### config.mk
export PLATFORM = sky130hd
export DESIGN_NAME = execute_pipe
export DESIGN_NICKNAME = d
export VERILOG_FILES = /design/src/rtl/beta_pkg.sv /design/src/rtl/alu.sv /design/src/rtl/mul_iter.sv /design/src/rtl/execute_pipe.sv
export SDC_FILE = /design/constraint.sdc
export NUM_CORES = 1
export LEC_CHECK = 0
export ABC_AREA = 1
export CORE_ASPECT_RATIO = 1.5
export CORE_MARGIN = 4
export CORE_UTILIZATION = 25
export CTS_BUF_LIST = sky130_fd_sc_hd__clkbuf_4 sky130_fd_sc_hd__clkbuf_8 sky130_fd_sc_hd__clkbuf_16
export CTS_CLUSTER_DIAMETER = 100
export CTS_CLUSTER_SIZE = 12
export DETAILED_ROUTE_END_ITERATION = 12
export PLACE_DENSITY = 0.45
export SETUP_SLACK_MARGIN = 0.3
export SLEW_MARGIN = 20
export SYNTH_ARGS = -nofsm -noshare
export SYNTH_HDL_FRONTEND = slang
export SYNTH_SLANG_ARGS = --single-unit
### constraint.sdc
create_clock -name clk -period 3.8 [get_ports clk]
set_input_delay 0.76 -clock clk [delete_from_list [all_inputs] [get_ports clk]]
set_output_delay 0.76 -clock clk [all_outputs]
set_load 0.01 [all_outputs]
### src/rtl/beta_pkg.sv
// rtl/beta_pkg.sv - Beta opcodes, ALU function selects, special instruction words and decode helpers
package beta_pkg;

  localparam logic [5:0] OP_LD    = 6'b011000;
  localparam logic [5:0] OP_ST    = 6'b011001;
  localparam logic [5:0] OP_JMP   = 6'b011011;
  localparam logic [5:0] OP_BEQ   = 6'b011100;
  localparam logic [5:0] OP_BNE   = 6'b011101;
  localparam logic [5:0] OP_LDR   = 6'b011111;
  localparam logic [5:0] OP_MUL   = 6'b100010;
  localparam logic [5:0] OP_MULC  = 6'b110010;

  localparam logic [1:0] ALU_MUX_ARITH = 2'b00;
  localparam logic [1:0] ALU_MUX_BOOL  = 2'b01;
  localparam logic [1:0] ALU_MUX_SHIFT = 2'b10;
  localparam logic [1:0] ALU_MUX_CMP   = 2'b11;

  // ADD(R31,R31,R31) and BNE(R31,0,XP)
  localparam logic [31:0] INST_NOP        = 32'h83FF_F800;
  localparam logic [31:0] INST_BNE_EXCEPT = 32'h77DF_0000;

  typedef enum logic [1:0] {IDLE, HOLD, MUL} exec_state_t;
  typedef enum logic [1:0] {Y_ALU, Y_LINK, Y_MUL} y_sel_t;

  // Register and constant forms (10xxxx / 11xxxx) share the low four opcode bits.
  function automatic logic op_legal(input logic [5:0] op, input logic mul_en);
    logic ok;
    ok = 1'b0;
    if (op[5]) begin
      case (op[3:0])
        4'b0000, 4'b0001, 4'b0100, 4'b0101, 4'b0110,
        4'b1000, 4'b1001, 4'b1010, 4'b1011,
        4'b1100, 4'b1101, 4'b1110: ok = 1'b1;
        4'b0010:                   ok = mul_en;
        default:                   ok = 1'b0;
      endcase
    end else begin
      case (op)
        OP_LD, OP_ST, OP_JMP, OP_BEQ, OP_BNE, OP_LDR: ok = 1'b1;
        default:                                      ok = 1'b0;
      endcase
    end
    return ok;
  endfunction

  // Bool selects are truth tables indexed by {a,b}; 1010 passes b through.
  function automatic logic [5:0] alu_fn(input logic [5:0] op);
    logic [5:0] fn;
    fn = {ALU_MUX_ARITH, 4'b0000};
    if (op[5]) begin
      case (op[3:0])
        4'b0001: fn = {ALU_MUX_ARITH, 4'b0001};
        4'b0100: fn = {ALU_MUX_CMP,   4'b0001};
        4'b0101: fn = {ALU_MUX_CMP,   4'b0010};
        4'b0110: fn = {ALU_MUX_CMP,   4'b0011};
        4'b1000: fn = {ALU_MUX_BOOL,  4'b1000};
        4'b1001: fn = {ALU_MUX_BOOL,  4'b1110};
        4'b1010: fn = {ALU_MUX_BOOL,  4'b0110};
        4'b1011: fn = {ALU_MUX_BOOL,  4'b1001};
        4'b1100: fn = {ALU_MUX_SHIFT, 4'b0000};
        4'b1101: fn = {ALU_MUX_SHIFT, 4'b0001};
        4'b1110: fn = {ALU_MUX_SHIFT, 4'b0011};
        default: fn = {ALU_MUX_ARITH, 4'b0000};
      endcase
    end else if (op == OP_LDR) begin
      fn = {ALU_MUX_BOOL, 4'b1010};
    end
    return fn;
  endfunction

endpackage

### src/rtl/alu.sv
// rtl/alu.sv - Combinational Beta ALU: arithmetic, compare, boolean truth table and shifts
module alu
  import beta_pkg::*;
#(
  parameter int XLEN = 32
) (
  input  logic [5:0]      fn,
  input  logic [XLEN-1:0] a,
  input  logic [XLEN-1:0] b,
  output logic [XLEN-1:0] y
);
  localparam int SW = $clog2(XLEN);

  logic [SW-1:0] sh;
  logic [3:0]    tt;
  logic          eq;
  logic          lt;

  assign sh = b[SW-1:0];
  assign tt = fn[3:0];
  assign eq = (a == b);
  assign lt = ($signed(a) < $signed(b));

  always_comb begin
    y = '0;
    case (fn[5:4])
      ALU_MUX_ARITH: y = fn[0] ? (a - b) : (a + b);
      ALU_MUX_BOOL: begin
        for (int i = 0; i < XLEN; i++) y[i] = tt[{a[i], b[i]}];
      end
      ALU_MUX_SHIFT: begin
        case (fn[1:0])
          2'b00:   y = a << sh;
          2'b01:   y = a >> sh;
          default: y = $signed(a) >>> sh;
        endcase
      end
      default: begin
        case (fn[1:0])
          2'b01:   y = {{(XLEN-1){1'b0}}, eq};
          2'b10:   y = {{(XLEN-1){1'b0}}, lt};
          2'b11:   y = {{(XLEN-1){1'b0}}, lt | eq};
          default: y = '0;
        endcase
      end
    endcase
  end
endmodule

### src/rtl/mul_iter.sv
// rtl/mul_iter.sv - Iterative shift-add multiplier, MUL_STEP_BITS multiplier bits per cycle, low XLEN bits kept
module mul_iter #(
  parameter int XLEN          = 32,
  parameter int MUL_STEP_BITS = 1
) (
  input  logic            clk,
  input  logic            rst,
  input  logic            start,
  input  logic            abort,
  input  logic [XLEN-1:0] a,
  input  logic [XLEN-1:0] b,
  output logic            done,
  output logic [XLEN-1:0] result
);
  localparam int STEPS = XLEN / MUL_STEP_BITS;
  localparam int CW    = $clog2(STEPS + 1);

  logic [CW-1:0]   cnt_q;
  logic [XLEN-1:0] acc_q;
  logic [XLEN-1:0] mcand_q;
  logic [XLEN-1:0] mplier_q;
  logic [XLEN-1:0] partial;

  always_comb begin
    partial = '0;
    for (int i = 0; i < MUL_STEP_BITS; i++) begin
      if (mplier_q[i]) partial = partial + (mcand_q << i);
    end
  end

  always_ff @(posedge clk) begin
    if (rst) begin
      cnt_q    <= '0;
      acc_q    <= '0;
      mcand_q  <= '0;
      mplier_q <= '0;
    end else if (start) begin
      cnt_q    <= CW'(STEPS);
      acc_q    <= '0;
      mcand_q  <= a;
      mplier_q <= b;
    end else if (abort) begin
      cnt_q <= '0;
    end else if (cnt_q != '0) begin
      acc_q    <= acc_q + partial;
      mcand_q  <= mcand_q << MUL_STEP_BITS;
      mplier_q <= mplier_q >> MUL_STEP_BITS;
      cnt_q    <= cnt_q - CW'(1);
    end
  end

  assign done   = (cnt_q == '0);
  assign result = acc_q;
endmodule

### src/rtl/execute_pipe.sv
// rtl/execute_pipe.sv - Beta execute stage: one-slot valid/ready, ALU decode, exceptions, class flags
// Optional feature macro: EXECUTE_MUL_EN enables the iterative MUL/MULC path.
module execute_pipe
  import beta_pkg::*;
#(
  parameter int XLEN          = 32,
  parameter int MUL_STEP_BITS = 1
) (
  input  logic            clk,
  input  logic            rst,
  input  logic            in_valid,
  output logic            in_ready,
  input  logic            exc_in,
  input  logic            flush,
  input  logic [XLEN-1:0] pc,
  input  logic [XLEN-1:0] a,
  input  logic [XLEN-1:0] b,
  input  logic [XLEN-1:0] d,
  input  logic [31:0]     ir,
  output logic            out_valid,
  input  logic            out_ready,
  output logic [XLEN-1:0] pc_next,
  output logic [XLEN-1:0] d_next,
  output logic [31:0]     ir_next,
  output logic [XLEN-1:0] y_next,
  output logic            op_ld_or_ldr,
  output logic            op_st,
  output logic            op_br_or_jmp,
  output logic            busy
);
`ifdef EXECUTE_MUL_EN
  localparam logic MUL_EN = 1'b1;
`else
  localparam logic MUL_EN = 1'b0;
`endif

  exec_state_t     state_q, state_d;
  logic [XLEN-1:0] pc_q, a_q, b_q, d_q;
  logic [31:0]     ir_q;
  logic [5:0]      fn_q;
  y_sel_t          ysel_q;
  logic            ld_q, st_q, br_q;

  logic [5:0]      opcode;
  logic            legal, keep, is_mul_op, capture, start_mul, mul_done;
  logic [31:0]     cap_ir;
  logic            cap_ld, cap_st, cap_br;
  y_sel_t          cap_ysel;
  logic [XLEN-1:0] alu_y, mul_y;

  assign opcode    = ir[31:26];
  assign legal     = op_legal(opcode, MUL_EN);
  assign is_mul_op = (opcode == OP_MUL) || (opcode == OP_MULC);
  assign in_ready  = (state_q == IDLE) || ((state_q == HOLD) && out_ready);
  assign capture   = in_valid && in_ready;
  assign start_mul = capture && is_mul_op && legal && !exc_in;

  // Excepted and illegal instructions carry no class flags; y becomes the link pc.
  always_comb begin
    keep   = legal && !exc_in;
    cap_ir = exc_in ? INST_NOP : (legal ? ir : INST_BNE_EXCEPT);
    cap_ld = keep && ((opcode == OP_LD) || (opcode == OP_LDR));
    cap_st = keep && (opcode == OP_ST);
    cap_br = keep && ((opcode == OP_JMP) || (opcode == OP_BEQ) || (opcode == OP_BNE));
    if (!keep || cap_br)  cap_ysel = Y_LINK;
    else if (is_mul_op)   cap_ysel = Y_MUL;
    else                  cap_ysel = Y_ALU;
  end

  // A capture replaces the slot even under flush; flush otherwise empties it.
  always_comb begin
    state_d = state_q;
    if (capture) begin
      state_d = start_mul ? MUL : HOLD;
    end else if (flush) begin
      state_d = IDLE;
    end else begin
      case (state_q)
        HOLD:    if (out_ready) state_d = IDLE;
        MUL:     if (mul_done)  state_d = HOLD;
        default: state_d = state_q;
      endcase
    end
  end

  always_ff @(posedge clk) begin
    if (rst) begin
      state_q <= IDLE;
      pc_q    <= '0;
      a_q     <= '0;
      b_q     <= '0;
      d_q     <= '0;
      ir_q    <= INST_NOP;
      fn_q    <= '0;
      ysel_q  <= Y_ALU;
      ld_q    <= 1'b0;
      st_q    <= 1'b0;
      br_q    <= 1'b0;
    end else begin
      state_q <= state_d;
      if (capture) begin
        pc_q   <= pc;
        a_q    <= a;
        b_q    <= b;
        d_q    <= d;
        ir_q   <= cap_ir;
        fn_q   <= alu_fn(opcode);
        ysel_q <= cap_ysel;
        ld_q   <= cap_ld;
        st_q   <= cap_st;
        br_q   <= cap_br;
      end
    end
  end

  alu #(.XLEN(XLEN)) u_alu (
    .fn (fn_q),
    .a  (a_q),
    .b  (b_q),
    .y  (alu_y)
  );

`ifdef EXECUTE_MUL_EN
  mul_iter #(.XLEN(XLEN), .MUL_STEP_BITS(MUL_STEP_BITS)) u_mul (
    .clk    (clk),
    .rst    (rst),
    .start  (start_mul),
    .abort  (flush),
    .a      (a),
    .b      (b),
    .done   (mul_done),
    .result (mul_y)
  );
  assign busy = (state_q == MUL);
`else
  assign mul_done = 1'b0;
  assign mul_y    = '0;
  assign busy     = 1'b0;
`endif

  assign out_valid    = (state_q == HOLD);
  assign pc_next      = pc_q;
  assign d_next       = d_q;
  assign ir_next      = ir_q;
  assign op_ld_or_ldr = ld_q && out_valid;
  assign op_st        = st_q && out_valid;
  assign op_br_or_jmp = br_q && out_valid;

  always_comb begin
    case (ysel_q)
      Y_LINK:  y_next = pc_q;
      Y_MUL:   y_next = mul_y;
      default: y_next = alu_y;
    endcase
  end
endmodule

Word level (Yosys, flattened, before mapping)

Memory sizes are Yosys's and may differ from the RTL's.
Cells that the tools add are included.
Widths: inputs -> output; s select.

Bits in registers: 173
Bits in latches: 0
Bits in writable memories: 0
ROM bits: 112
Memories: 2

Memories:

| name            | depth | width | rd ports | clocked after Yosys merged registers in | wr ports | RTL line       | source |
|---|---|---|---|---|---|---|---|
| (no name shown) | 16    | 6     | 1        | 0                                       | 0        | beta_pkg.sv:51 | `case (op[3:0])` |
| (no name shown) | 16    | 1     | 1        | 0                                       | 0        | beta_pkg.sv:30 | `case (op[3:0])` |

$add $sub $neg: 2
Multiply operators: 0
Div/mod/pow operators: 0
Magnitude comparators: 33
Equal/unequal tests: 17
Shifts and indexed selects: 3
Mux-type cells: 82
Bitwise logic cells: 1
Reduce and logical (&&, ||, !) cells: 27

Operators by type and width:

| operator           | count |
|---|---|
| $pmux 32 s2        | 2 |
| $lt 2x3->1 const B | 32 |
| $mux 32            | 3 |
| $pmux 32 s3        | 1 |
| $bmux 1 s2         | 32 |
| $eq 6x5->1 const B | 6 |
| $mux 1             | 34 |
| $add 32x32->32     | 1 |
| $eq 32x32->1       | 1 |
| $lt 32x32->1       | 1 |
| $shl 32x5->32      | 1 |
| $shr 32x5->32      | 1 |
| $sshr 32x5->32     | 1 |
| $sub 32x32->32     | 1 |
| $mux 2             | 7 |
| $eq 6x6->1 const B | 2 |
| $logic_and 1x1->1  | 12 |
| $eq 2x1->1 const B | 4 |
| $eq 2x2->1 const B | 4 |
| $logic_not 2->1    | 3 |
| $logic_or 1x1->1   | 6 |
| $mux 6             | 1 |
| $reduce_bool 3->1  | 2 |
| $reduce_or 6->1    | 1 |
| other kinds (5)    | 6 |

Depth between registers and ports, before layout

Gate-level depths: netlist of the first run.

Word-level depth: 9
Gate-level depth with buffers: 21

Cells and area by module

From an unflattened synthesis of the first run, not the netlist that was laid out.

Cells, all modules: 3236
Area total of the unflattened synthesis: 17544.3 um^2

By module, submodules not included:

| module       | times used | cells an instance | area an instance (um^2) | seq. area each (um^2) |
|---|---|---|---|---|
| alu          | 1          | 2273              | 10545.1                 | 0.0 |
| execute_pipe | 1          | 963               | 6999.2                  | 3463.3 |

Worst setup path before layout of the first run

No wires, ideal clock.

Path type: reg-to-output
From: reg b_q[4]
To: out y_next[10]
Arrival time: 2.300 ns
Data required time: 3.040 ns
Path slack: 0.740 ns
Stages on the path, launching flop included: 16
Cells stage by stage: dfxtp_1 -> inv_2 -> buf_2 -> buf_1 -> ha_1 -> nor2_1 -> nand3_1 -> nand3_1 -> nand2_1 -> nand2_1 -> o21ai_0 -> nand2_1 -> nand2_1 -> o211ai_1 -> nand2_1 -> nand2_1

Cells in the longest elaborated chain, start to end: 4
Elaborated cells between the ends (all ways): 9

RTL lines:

| what                                          | RTL line             | source |
|---|---|---|
| start, declared                               | execute_pipe.sv:38   | `logic [XLEN-1:0] pc_q, a_q, b_q, d_q;` |
| start signal, assigned                        | execute_pipe.sv:91   | `b_q <= '0;` |
| start signal, assigned                        | execute_pipe.sv:104  | `b_q <= b;` |
| $add 32x32->32 (tied with other cells)        | alu.sv:27            | `ALU_MUX_ARITH: y = fn[0] ? (a - b) : (a + b);` |
| $mux 32 / $pmux 32 s2 (equally long branches) | alu.sv:27, alu.sv:32 |  |
| $pmux 32 s3 *                                 | alu.sv:26            | `case (fn[5:4])` |
| $pmux 32 s2 *                                 | execute_pipe.sv:150  | `case (ysel_q)` |
| end, declared                                 | execute_pipe.sv:25   | `output logic [XLEN-1:0] y_next,` |

Every way passes the cells marked *; elsewhere a longest branch is shown, timed or not.

Worst setup path in the final report of the first run

From: reg a_q[0]
To: out y_next[10]

Cells in the longest elaborated chain, start to end: 4
Elaborated cells between the ends (all ways): 9

RTL lines:

| what                                          | RTL line             | source |
|---|---|---|
| start, declared                               | execute_pipe.sv:38   |  |
| start signal, assigned                        | execute_pipe.sv:90   | `a_q <= '0;` |
| start signal, assigned                        | execute_pipe.sv:103  | `a_q <= a;` |
| $add 32x32->32 (tied with other cells)        | alu.sv:27            |  |
| $mux 32 / $pmux 32 s2 (equally long branches) | alu.sv:27, alu.sv:32 |  |
| $pmux 32 s3 *                                 | alu.sv:26            |  |
| $pmux 32 s2 *                                 | execute_pipe.sv:150  |  |

Marks and branches as above.

==> metrics, run 1 <==
WHS Endpoint=ir_next[9]; Die Wd=219 um; share of layout cells above drive strength 1=26.4%; DP Wirelength=77.9 mm; Die H=325 um; Post-synth EDFFs=0; # setup viols final=0; top post-synthesis cells by count=nand2_1, nand3_1, inv_1; first-pass GRT wire length=143 mm; critical path arrival=2.87 ns; CP Data Required Time=3.04 ns; Slew Viols, Final=0; Fmax=276 MHz; crit-path max cell delay=0.40 ns; # DRC=0; post-synth net total=3318; final-report hold violation count=0; largest net degree at the start of global routing=109; PD cells=329 nW/um2; outcome=finished, final reports clean; Core Area=65900 um2; Fin Hold WS=0.466 ns; # H-tree levels=4; Filler cells=7405; RSZ-0062 raised after global routing=true; clock-pin slew on the worst setup and hold paths=0.10 ns; most frequent cell after synthesis=nand2_1; vias in the first global route=22.2k; HP Start=ir_next[9]; Crit Path Max Fanout=4; total area of sequential cells=3540 um2; Ant. Diodes=0; Initial DRT Pass Iterations=8; CTS Buf Count=17; initial antenna violation count=2; origin of the critical flop-to-flop path=state_q[1]; actual slew at the worst max-slew pin=1.00 ns; routed wire length=98.7 mm; Yosys cell types=49; flop-to-flop setup slack=1.81 ns; Clock Path Buffers=2; largest cells by area after synthesis=nand2_1, dfxtp_1, nand3_1; Yosys reg bits=173; post-route ant nets=0; Ys Warns=0; initial core utilization=25.4%; # nets final=3774; IO buf count=298; slew margin rel.=33.1%; multi-input logic area=13400 um2; final worst path period share=95.5%; CP Cell Sequence=inv_4 > ha_4 > fa_2 > inv_2 > buf_6 > nand2_4 > nand3_4 > nand2_1 > nand2_1 > nand2_1 > o21ai_2 > nor2_1 > o211ai_1 > nand2_1 > nand2_1 > buf_6; sequential element share of the synthesized area=20.7%; Yosys top cell area share=24.8%; wire per inst=22.3 um; clock skew=0.0207 ns; Cell Rows=115; vias=22.3k; VDD IR max=370 uV; Via density=5.05; Avg Cell Area, Syn=5.43 um2; Worst R2R End=a_q[14]; hold_buf cts=0; Netlist Area Pre-Place=16700 um2; worst skew pair latency=0.52 ns; hold path depth=2; Post-Synthesis Cells=3080; Most common cell on crit path=nand2_1; Top delay family on crit path=simple AND/OR/NAND/NOR gates; fin crit period=3.63 ns; root buffer cell=clkbuf_16; clock sink count=173; die footprint=71200 um2; worst setup path category=flip-flop to output pin; Final WS setup=0.171 ns; Max Cap Viol=0; pre-CTS setup slack=-0.0518 ns; HP Class=flip-flop to flip-flop; Area Overhead vs Synth=53.6%; gr usage total=26.8%; Crit-path slowest cell=dfxtp_4; Critical Path Source Type=flip-flop; I/O pins=300; Buffers & Inverters on Critical Path=4; worst reg-to-reg path cell count=6; CTS tree=done; Yosys top cell by area=nand2_1; Most used DFF post-synth=dfxtp_1; Leak=11.9 nW; ys async rst share=0%; Final GP Congestion=1.06; Iter 0 DRT Violations=1440; Worst Setup End Kind=output pin; total congestion overflow=0
per-stage QoR:
step	setup TNS, ns	total power [mW]	utilization [%]	cells	area (um2)
after floorplan	0	3.96	-	3080	16700
after global placement	-0.199	5.88	33.9	4355	22300
after detailed placement	-0.0644	5.86	33.9	4355	22300
after CTS	0	8.22	37.4	4409	24700
after global routing	0	8.91	39.0	4426	25700
final	0	8.46	39.0	4426	25700
placed cells by master (no fill, tap or decap), types with 22 or more instances in the layout:
| cell type | instances |
|---|---|
| inv_1 | 322 |
| nand3_1 | 248 |
| nand2_2 | 152 |
| dfxtp_1 | 127 |
| inv_2 | 39 |
| buf_6 | 47 |
| ha_4 | 33 |
| o21ai_1 | 22 |
| nor2_2 | 46 |
| nand2_1 | 943 |
| o21ai_2 | 24 |
| o21ai_0 | 187 |
| a21oi_2 | 35 |
| ha_1 | 32 |
| a21oi_1 | 266 |
| nor2_1 | 98 |
| clkdlybuf4s50_1 | 265 |
| dfxtp_2 | 39 |
| buf_4 | 248 |
| nand3_2 | 102 |
worst min-delay path, delay by kind of cell (launching register included):
kind	cells	cell delay, ns
flip-flops	1	0.31
AO/OA/AOI/OAI	1	0.05
AND/OR/NAND/NOR	1	0.06
power by group:
| part | switching (mW) | internal [mW] |
|---|---|---|
| clock | 1.00 | 0.903 |
| sequential | 0.112 | 1.93 |
| combinational | 2.74 | 1.77 |
| total | 3.85 | 4.60 |
registers in the layout, summed over array words and instances, names as in the netlist:
register  count
a_q          32
fn_q          6
ir_next      32
d_next       32
b_q          32
ysel_q        2
st_q          1
ld_q          1
pc_next      32
br_q          1
state_q       2
layout make-up:
cell class | count | area share, %
clock buffer | 18 | 1.71
clock inverter | 14 | 0.643
inverter | 365 | 5.42
multi-input combinational | 2376 | 52.1
sequential | 173 | 13.8
tap | 877 | 4.27
timing repair buffer | 602 | 22.1
timing repair inverter | 1 | 0.0341
logic make-up after synthesis:
family | count (synthesis) | share of synthesized area (%)
flip-flops | 173 | 20.7
AND/OR/NAND/NOR | 1703 | 42.1
other | 1 | 0.0224
AO/OA/AOI/OAI | 598 | 18.8
multiplexers | 2 | 0.120
adder cells (fa/ha/maj) | 72 | 5.48
buffers and inverters | 531 | 12.8
timing repair:
action / CTS / global route
pin swaps: 109 / 117
buffers inserted: 19 / 16
resized for setup: 575 / 270
setup endpoints to repair: 32 / 32
hold endpoints to repair: 0 / 0
gates cloned: 3 / 1
layer usage:
metal / routed length (um) / GRT usage [%]
met2: 49200 / 47.6
met3: 5980 / 6.41
met1: 36400 / 28.3
met5: 14 / 0
met4: 7180 / 16.3
how the worst max path moves through the flow:
stage,start,endpoint,slack (ns),cells after the start
floorplan,b_q[4],y_next[10],0.74,15
global placement,b_q[5],y_next[23],-0.06,20
detailed placement,b_q[19],y_next[25],-0.05,14
CTS,b_q[0],y_next[10],0.13,15
global route,b_q[9],y_next[21],0.04,17
finish,a_q[0],y_next[10],0.17,16
Power figures use the tool's default switching activity.
==> run 2: changes to the inputs <==
==> constraint.sdc (replaced) <==
create_clock -name clk -period 3.65 [get_ports clk]
set_input_delay 0.73 -clock clk [delete_from_list [all_inputs] [get_ports clk]]
set_output_delay 0.73 -clock clk [all_outputs]
set_load 0.01 [all_outputs]
==> metrics, run 2 (same netlist as run 1, synthesis figures left out) <==
# H-tree levels=4 (unchanged); clock skew=0.0157 ns (was 0.0207 ns); DP Wirelength=78.4 mm (was 77.9 mm); Area Overhead vs Synth=61.4% (was 53.6%); # setup viols final=0 (unchanged); Ant. Diodes=0 (unchanged); wire per inst=21.8 um (was 22.3 um); vias in the first global route=22.6k (was 22.2k); critical path arrival=2.87 ns (about the same); final worst path period share=98.7%; final-report hold violation count=0 (unchanged); IO buf count=298 (unchanged); commonest cells after routing, fill and taps aside=nand2_1, buf_4, inv_1 (was nand2_1, inv_1, a21oi_1); Fmax=277 MHz; PD cells=337 nW/um2 (was 329 nW/um2); Slew Viols, Final=0 (unchanged); internal power=5.03 mW (was 4.60 mW); Filler cells=7392 (was 7405); pre-CTS setup slack=-0.102 ns (was -0.0518 ns); Critical Path Source Type=flip-flop (unchanged); # nets final=3877 (was 3774); Worst Setup End Kind=output pin (unchanged); clock sink count=173 (unchanged); largest net degree at the start of global routing=93 (was 109); gr usage total=26.8% (about the same); Inst Count DP=4464 (was 4355); Crit Path Max Fanout=6 (was 4); worst skew pair latency=0.50 ns (was 0.52 ns); die footprint=71200 um2 (unchanged); I/O pins=300 (unchanged); hold_buf cts=0 (unchanged); Clock Path Buffers=2 (unchanged); fin crit period=3.60 ns; Leak=12.4 nW (was 11.9 nW); total area of sequential cells=3530 um2 (was 3540 um2); Initial DRT Pass Iterations=5 (was 8); multi-input logic area=13900 um2 (was 13400 um2); slew margin rel.=31.1% (was 33.1%); routed wire length=98.5 mm (was 98.7 mm); HP Class=flip-flop to flip-flop (unchanged); VDD IR max=317 uV (was 370 uV); total congestion overflow=0 (unchanged); placed inst area=23100 um2 (was 22300 um2); CP Data Required Time=2.92 ns (was 3.04 ns); worst setup path category=flip-flop to output pin (unchanged); Via density=5.00 (was 5.05); Fin Hold WS=0.467 ns (was 0.466 ns); root buffer cell=clkbuf_16 (unchanged); first-pass GRT wire length=143 mm (about the same); Final GP Congestion=0.996 (was 1.06); Core Area=65900 um2 (unchanged); Max Cap Viol=0 (unchanged); CTS tree=done (unchanged); switching share of power=44.7% (was 45.6%); RSZ-0062 raised after global routing=true (unchanged); # DRC=0 (unchanged); Tot Pwr=9.10 mW (was 8.46 mW); Die Wd=219 um (unchanged); CTS Buf Count=17 (unchanged); Sw Pwr=4.07 mW (was 3.85 mW); Die H=325 um (unchanged); Seq pwr share=23.3% (was 24.2%); post-route ant nets=0 (unchanged); Cell Rows=115 (unchanged); outcome=finished, final reports clean (unchanged); vias=22.6k (was 22.3k); initial antenna violation count=1 (was 2); commonest non-fill, non-tap cell in the layout=nand2_1 (unchanged); Iter 0 DRT Violations=1399 (was 1440); Final WS setup=0.0459 ns (was 0.171 ns); Clk pwr share=21.4% (was 22.6%); Design Area, Final=27000 um2 (was 25700 um2); Combinational Power Share=55.3% (was 53.3%); initial core utilization=25.4% (unchanged); clock-pin slew on the worst setup and hold paths=0.08 ns (was 0.10 ns); actual slew at the worst max-slew pin=1.03 ns (was 1.00 ns); fin cells=4528 (was 4426); share of layout cells above drive strength 1=31.7% (was 26.4%)
[run 2: changes by cell type in the layout (fill, tap and decap cells not counted), moves of 24 or more]
cell,before,now
buf_4,248,347
inv_1,322,298
nand2_1,943,870
inv_2,39,63
nand2_2,152,201
nand2_4,14,38
[run 2: layout make-up]
| type | count | area share [%] |
|---|---|---|
| Sequential cell | 173 | 13.1 |
| Inverter | 365 | 5.15 |
| Clock buffer | 17 | 1.58 |
| Tap cell | 877 | 4.06 |
| Clock inverter | 14 | 0.663 |
| Multi-Input combinational cell | 2376 | 51.6 |
| Timing Repair Buffer | 706 | 23.9 |
[run 2: worst max-delay path, cell delays in order (launching register included)]
cell      delay, ns
dfxtp_4        0.42
buf_12         0.15
inv_12         0.05
buf_8          0.13
nand2_4        0.06
and2_4         0.14
nand2_2        0.05
buf_4          0.13
nand3_1        0.09
a21oi_2        0.08
o211ai_1       0.47
nand3_1        0.16
buf_6          0.17
nand2_4        0.07
nand2_4        0.07
buf_6          0.12
[run 2: stage by stage]
step / setup TNS [ns] / util, %
3_3_place_gp: -0.725 / 35.1
5_1_grt: -0.0313 / 41.0
3_5_place_dp: -0.588 / 35.1
2_1_floorplan: 0 / -
6_report: 0 / 41.0
4_1_cts: 0 / 38.8
[run 2: worst paths after layout]
| check | startpoint | end | slack (ns) | cells past startpoint |
|---|---|---|---|---|
| hold / removal | d_next[4] | d_next[4] | 0.47 | 2 |
| hold reg to reg | d_next[4] | d_next[4] | 0.47 | 2 |
| setup reg to reg | state_q[1] | a_q[1] | 1.59 | 5 |
| setup / recovery | b_q[0] | y_next[7] | 0.05 | 15 |
[run 2: power groups by stage]
stage               clock network (mW)  logic, mW  registers (mW)
finish                            1.95       5.03            2.12
global route                      2.07       5.39            2.13
CTS                               2.01       4.60            2.11
detailed placement                   0       4.15            2.14
global placement                     0       4.17            2.13
floorplan                            0       1.95            2.16
[run 2: what timing repair did]
action | in CTS | in global routing
setup buffers | 16 | 15
cloned | 2 | 0
pin swaps | 108 | 160
endpoints found under the setup margin | 32 | 32
resized for setup | 587 | 436
endpoints found under the hold margin | 0 | 0
[run 2: routing by layer]
| layer | wire length [um] | part of all wire (%) | up-vias | track usage, % |
|---|---|---|---|---|
| li1 | - | - | 11000 | - |
| met1 | 36300 | 37 | 10600 | 28.5 |
| met2 | 48800 | 50 | 766 | 47.6 |
| met3 | 5650 | 5.7 | 245 | 5.68 |
| met4 | 7680 | 7.8 | 2 | 16.5 |
| met5 | 13 | 0.013 | - | 0 |
==> run 3: changes to the inputs <==
==> constraint.sdc (replaced) <==
create_clock -name clk -period 4.2 [get_ports clk]
set_input_delay 0.84 -clock clk [delete_from_list [all_inputs] [get_ports clk]]
set_output_delay 0.84 -clock clk [all_outputs]
set_load 0.01 [all_outputs]
==> metrics, run 3 (same netlist as run 1, synthesis figures left out) <==
final-report hold violation count=0 (unchanged); Die Wd=219 um (unchanged); final worst path period share=93.9%; switching share of power=44.8% (was 44.7%); origin of the critical flop-to-flop path=state_q[1] (unchanged); actual slew at the worst max-slew pin=1.01 ns (was 1.03 ns); root buffer cell=clkbuf_16 (unchanged); Design Area, Final=23500 um2 (was 27000 um2); Clock Path Buffers=2 (unchanged); first-pass GRT wire length=141 mm (was 143 mm); Core Area=65900 um2 (unchanged); HP Class=flip-flop to flip-flop (unchanged); I/O pins=300 (unchanged); Fmax=253 MHz; clock-pin slew on the worst setup and hold paths=0.08 ns (about the same); Final GP Congestion=1.02 (was 0.996); Critical Path Source Type=flip-flop (unchanged); Critical Path Source=b_q[0] (unchanged); # nets final=3669 (was 3877); Die H=325 um (unchanged); vias in the first global route=21.8k (was 22.6k); PD cells=307 nW/um2 (was 337 nW/um2); IO buf count=298 (unchanged); fin crit period=3.94 ns; routed wire length=97.8 mm (was 98.5 mm); CP Capture Point=y_next[30] (was y_next[7]); worst setup path category=flip-flop to output pin (unchanged); Leak=11.0 nW (was 12.4 nW); # DRC=0 (unchanged); initial core utilization=25.4% (unchanged); vias=21.9k (was 22.6k); crit-path max cell delay=0.41 ns (was 0.47 ns); Most common cell on crit path=nand2_1 (was nand2_4); die footprint=71200 um2 (unchanged); pre-CTS setup slack=0.0977 ns (was -0.102 ns); Worst R2R End=pc_next[21] (was a_q[1]); clock sink count=173 (unchanged); wire per inst=22.6 um (was 21.8 um); post-route ant nets=0 (unchanged); internal power=3.97 mW (was 5.03 mW); placed inst area=21500 um2 (was 23100 um2); hold path depth=2 (unchanged); worst reg-to-reg path cell count=6 (was 5); worst skew pair latency=0.49 ns (was 0.50 ns); Final WS setup=0.255 ns (was 0.0459 ns); DP Wirelength=77.7 mm (was 78.4 mm); Crit Path Max Fanout=14 (was 6); # setup viols final=0 (unchanged); gr usage total=26.6% (was 26.8%); Via density=5.06 (was 5.00); CP Data Required Time=3.36 ns (was 2.92 ns); largest net degree at the start of global routing=88 (was 93); Worst Setup End Kind=output pin (unchanged); initial antenna violation count=2 (was 1); clock skew=0.0142 ns (was 0.0157 ns); critical path arrival=3.10 ns (was 2.87 ns); Sw Pwr=3.23 mW (was 4.07 mW); TNS Setup=0 ns (unchanged); Combinational Power Share=49.5% (was 55.3%); Cell Rows=115 (unchanged); outcome=finished, final reports clean (unchanged); Max Cap Viol=0 (unchanged); Area Overhead vs Synth=40.4% (was 61.4%); Initial DRT Pass Iterations=6 (was 5); commonest cells after routing, fill and taps aside=nand2_1, nand3_1, inv_1 (was nand2_1, buf_4, inv_1); slew margin rel.=32.8% (was 31.1%); Crit-path slowest cell=dfxtp_4 (was o211ai_1); share of layout cells above drive strength 1=15.6% (was 31.7%); Slew Viols, Final=0 (unchanged); CTS Buf Count=17 (unchanged); # H-tree levels=4 (unchanged); total congestion overflow=0 (unchanged); Iter 0 DRT Violations=1523 (was 1399); CTS tree=done (unchanged); commonest non-fill, non-tap cell in the layout=nand2_1 (unchanged); Seq pwr share=25.8% (was 23.3%); Clk pwr share=24.7% (was 21.4%); CP Cell Sequence=buf_12 > buf_12 > clkinv_8 > buf_4 > ha_4 > nand2_1 > o21ai_4 > nand2_1 > nand3_1 > nand3_1 > nand3_1 > a21oi_1 > nand2_1 > nand2_1 > nand2_1 > clkdlybuf4s15_2 (was buf_12 > inv_12 > buf_8 > nand2_4 > and2_4 > nand2_2 > buf_4 > nand3_1 > a21oi_2 > o211ai_1 > nand3_1 > buf_6 > nand2_4 > nand2_4 > buf_6); VDD IR max=315 uV (was 317 uV); flop-to-flop setup slack=1.82 ns (was 1.59 ns); RSZ-0062 raised after global routing=true (unchanged); Filler cells=7603 (was 7392)
-- run 3: repair_timing --
item / in CTS / in global routing
endpoints found under the setup margin: 32 / 31
gates cloned: 3 / 1
pin swaps: 12 / 36
hold buffers: 0 / 0
resized for setup: 229 / 187
buffers inserted: 4 / 21
-- run 3: worst min path at each step --
stage	slack, ns	to	startpoint
after CTS	0.47	d_next[30]	d_next[30]
after global routing	0.49	pc_next[12]	pc_next[12]
final	0.47	d_next[4]	d_next[4]
after floorplan	0.44	ld_q	ld_q
after global placement	0.45	ir_next[6]	ir_next[6]
after detailed placement	0.46	d_next[14]	d_next[14]
-- run 3: through the flow --
step | instances | hold slack, ns | power [mW] | utilization, %
2_1_floorplan | 3080 | 0.444 | 3.58 | -
3_3_place_gp | 4260 | 0.451 | 5.15 | 32.6
3_5_place_dp | 4260 | 0.457 | 5.13 | 32.6
4_1_cts | 4299 | 0.469 | 7.08 | 34.7
5_1_grt | 4321 | 0.485 | 7.61 | 35.6
6_report | 4322 | 0.465 | 7.20 | 35.6
-- run 3: area by class of cell --
type | instances | area, um2 | share of cell area [%]
antenna | 1 | 2.50 | 0.0107
clock buffer | 18 | 439 | 1.87
clock inverter | 14 | 196 | 0.836
inverter | 365 | 1390 | 5.91
multi-input combinational | 2376 | 12200 | 51.8
sequential | 173 | 3520 | 15.0
tap | 877 | 1100 | 4.67
timing repair buffer | 497 | 4670 | 19.9
timing repair inverter | 1 | 11.3 | 0.0479
-- run 3: power groups by stage --
| stage | clock network (mW) | logic, mW | registers (mW) |
|---|---|---|---|
| 6_report | 1.78 | 3.57 | 1.86 |
| 3_5_place_dp | 0 | 3.26 | 1.87 |
| 4_1_cts | 1.83 | 3.40 | 1.85 |
| 5_1_grt | 1.87 | 3.86 | 1.87 |
| 3_3_place_gp | 0 | 3.28 | 1.87 |
| 2_1_floorplan | 0 | 1.70 | 1.88 |
-- run 3: layer usage --
layer / global-route usage (%) / vias to the layer above / part of all wire [%]
met5: 0 / - / 0.027
li1: - / 10600 / -
met1: 27.6 / 10100 / 36
met4: 17.1 / 4 / 7.6
met3: 5.58 / 248 / 6.5
met2: 47.8 / 889 / 50
-- run 3: critical path, delay by kind of cell, from the launching register on --
kind | cells | cell delay, ns
adders and majority gates | 1 | 0.16
DFF | 1 | 0.41
and+or+nand+nor | 8 | 0.98
AOI/OAI and AO/OA | 2 | 0.36
buffers and inverters | 5 | 0.72
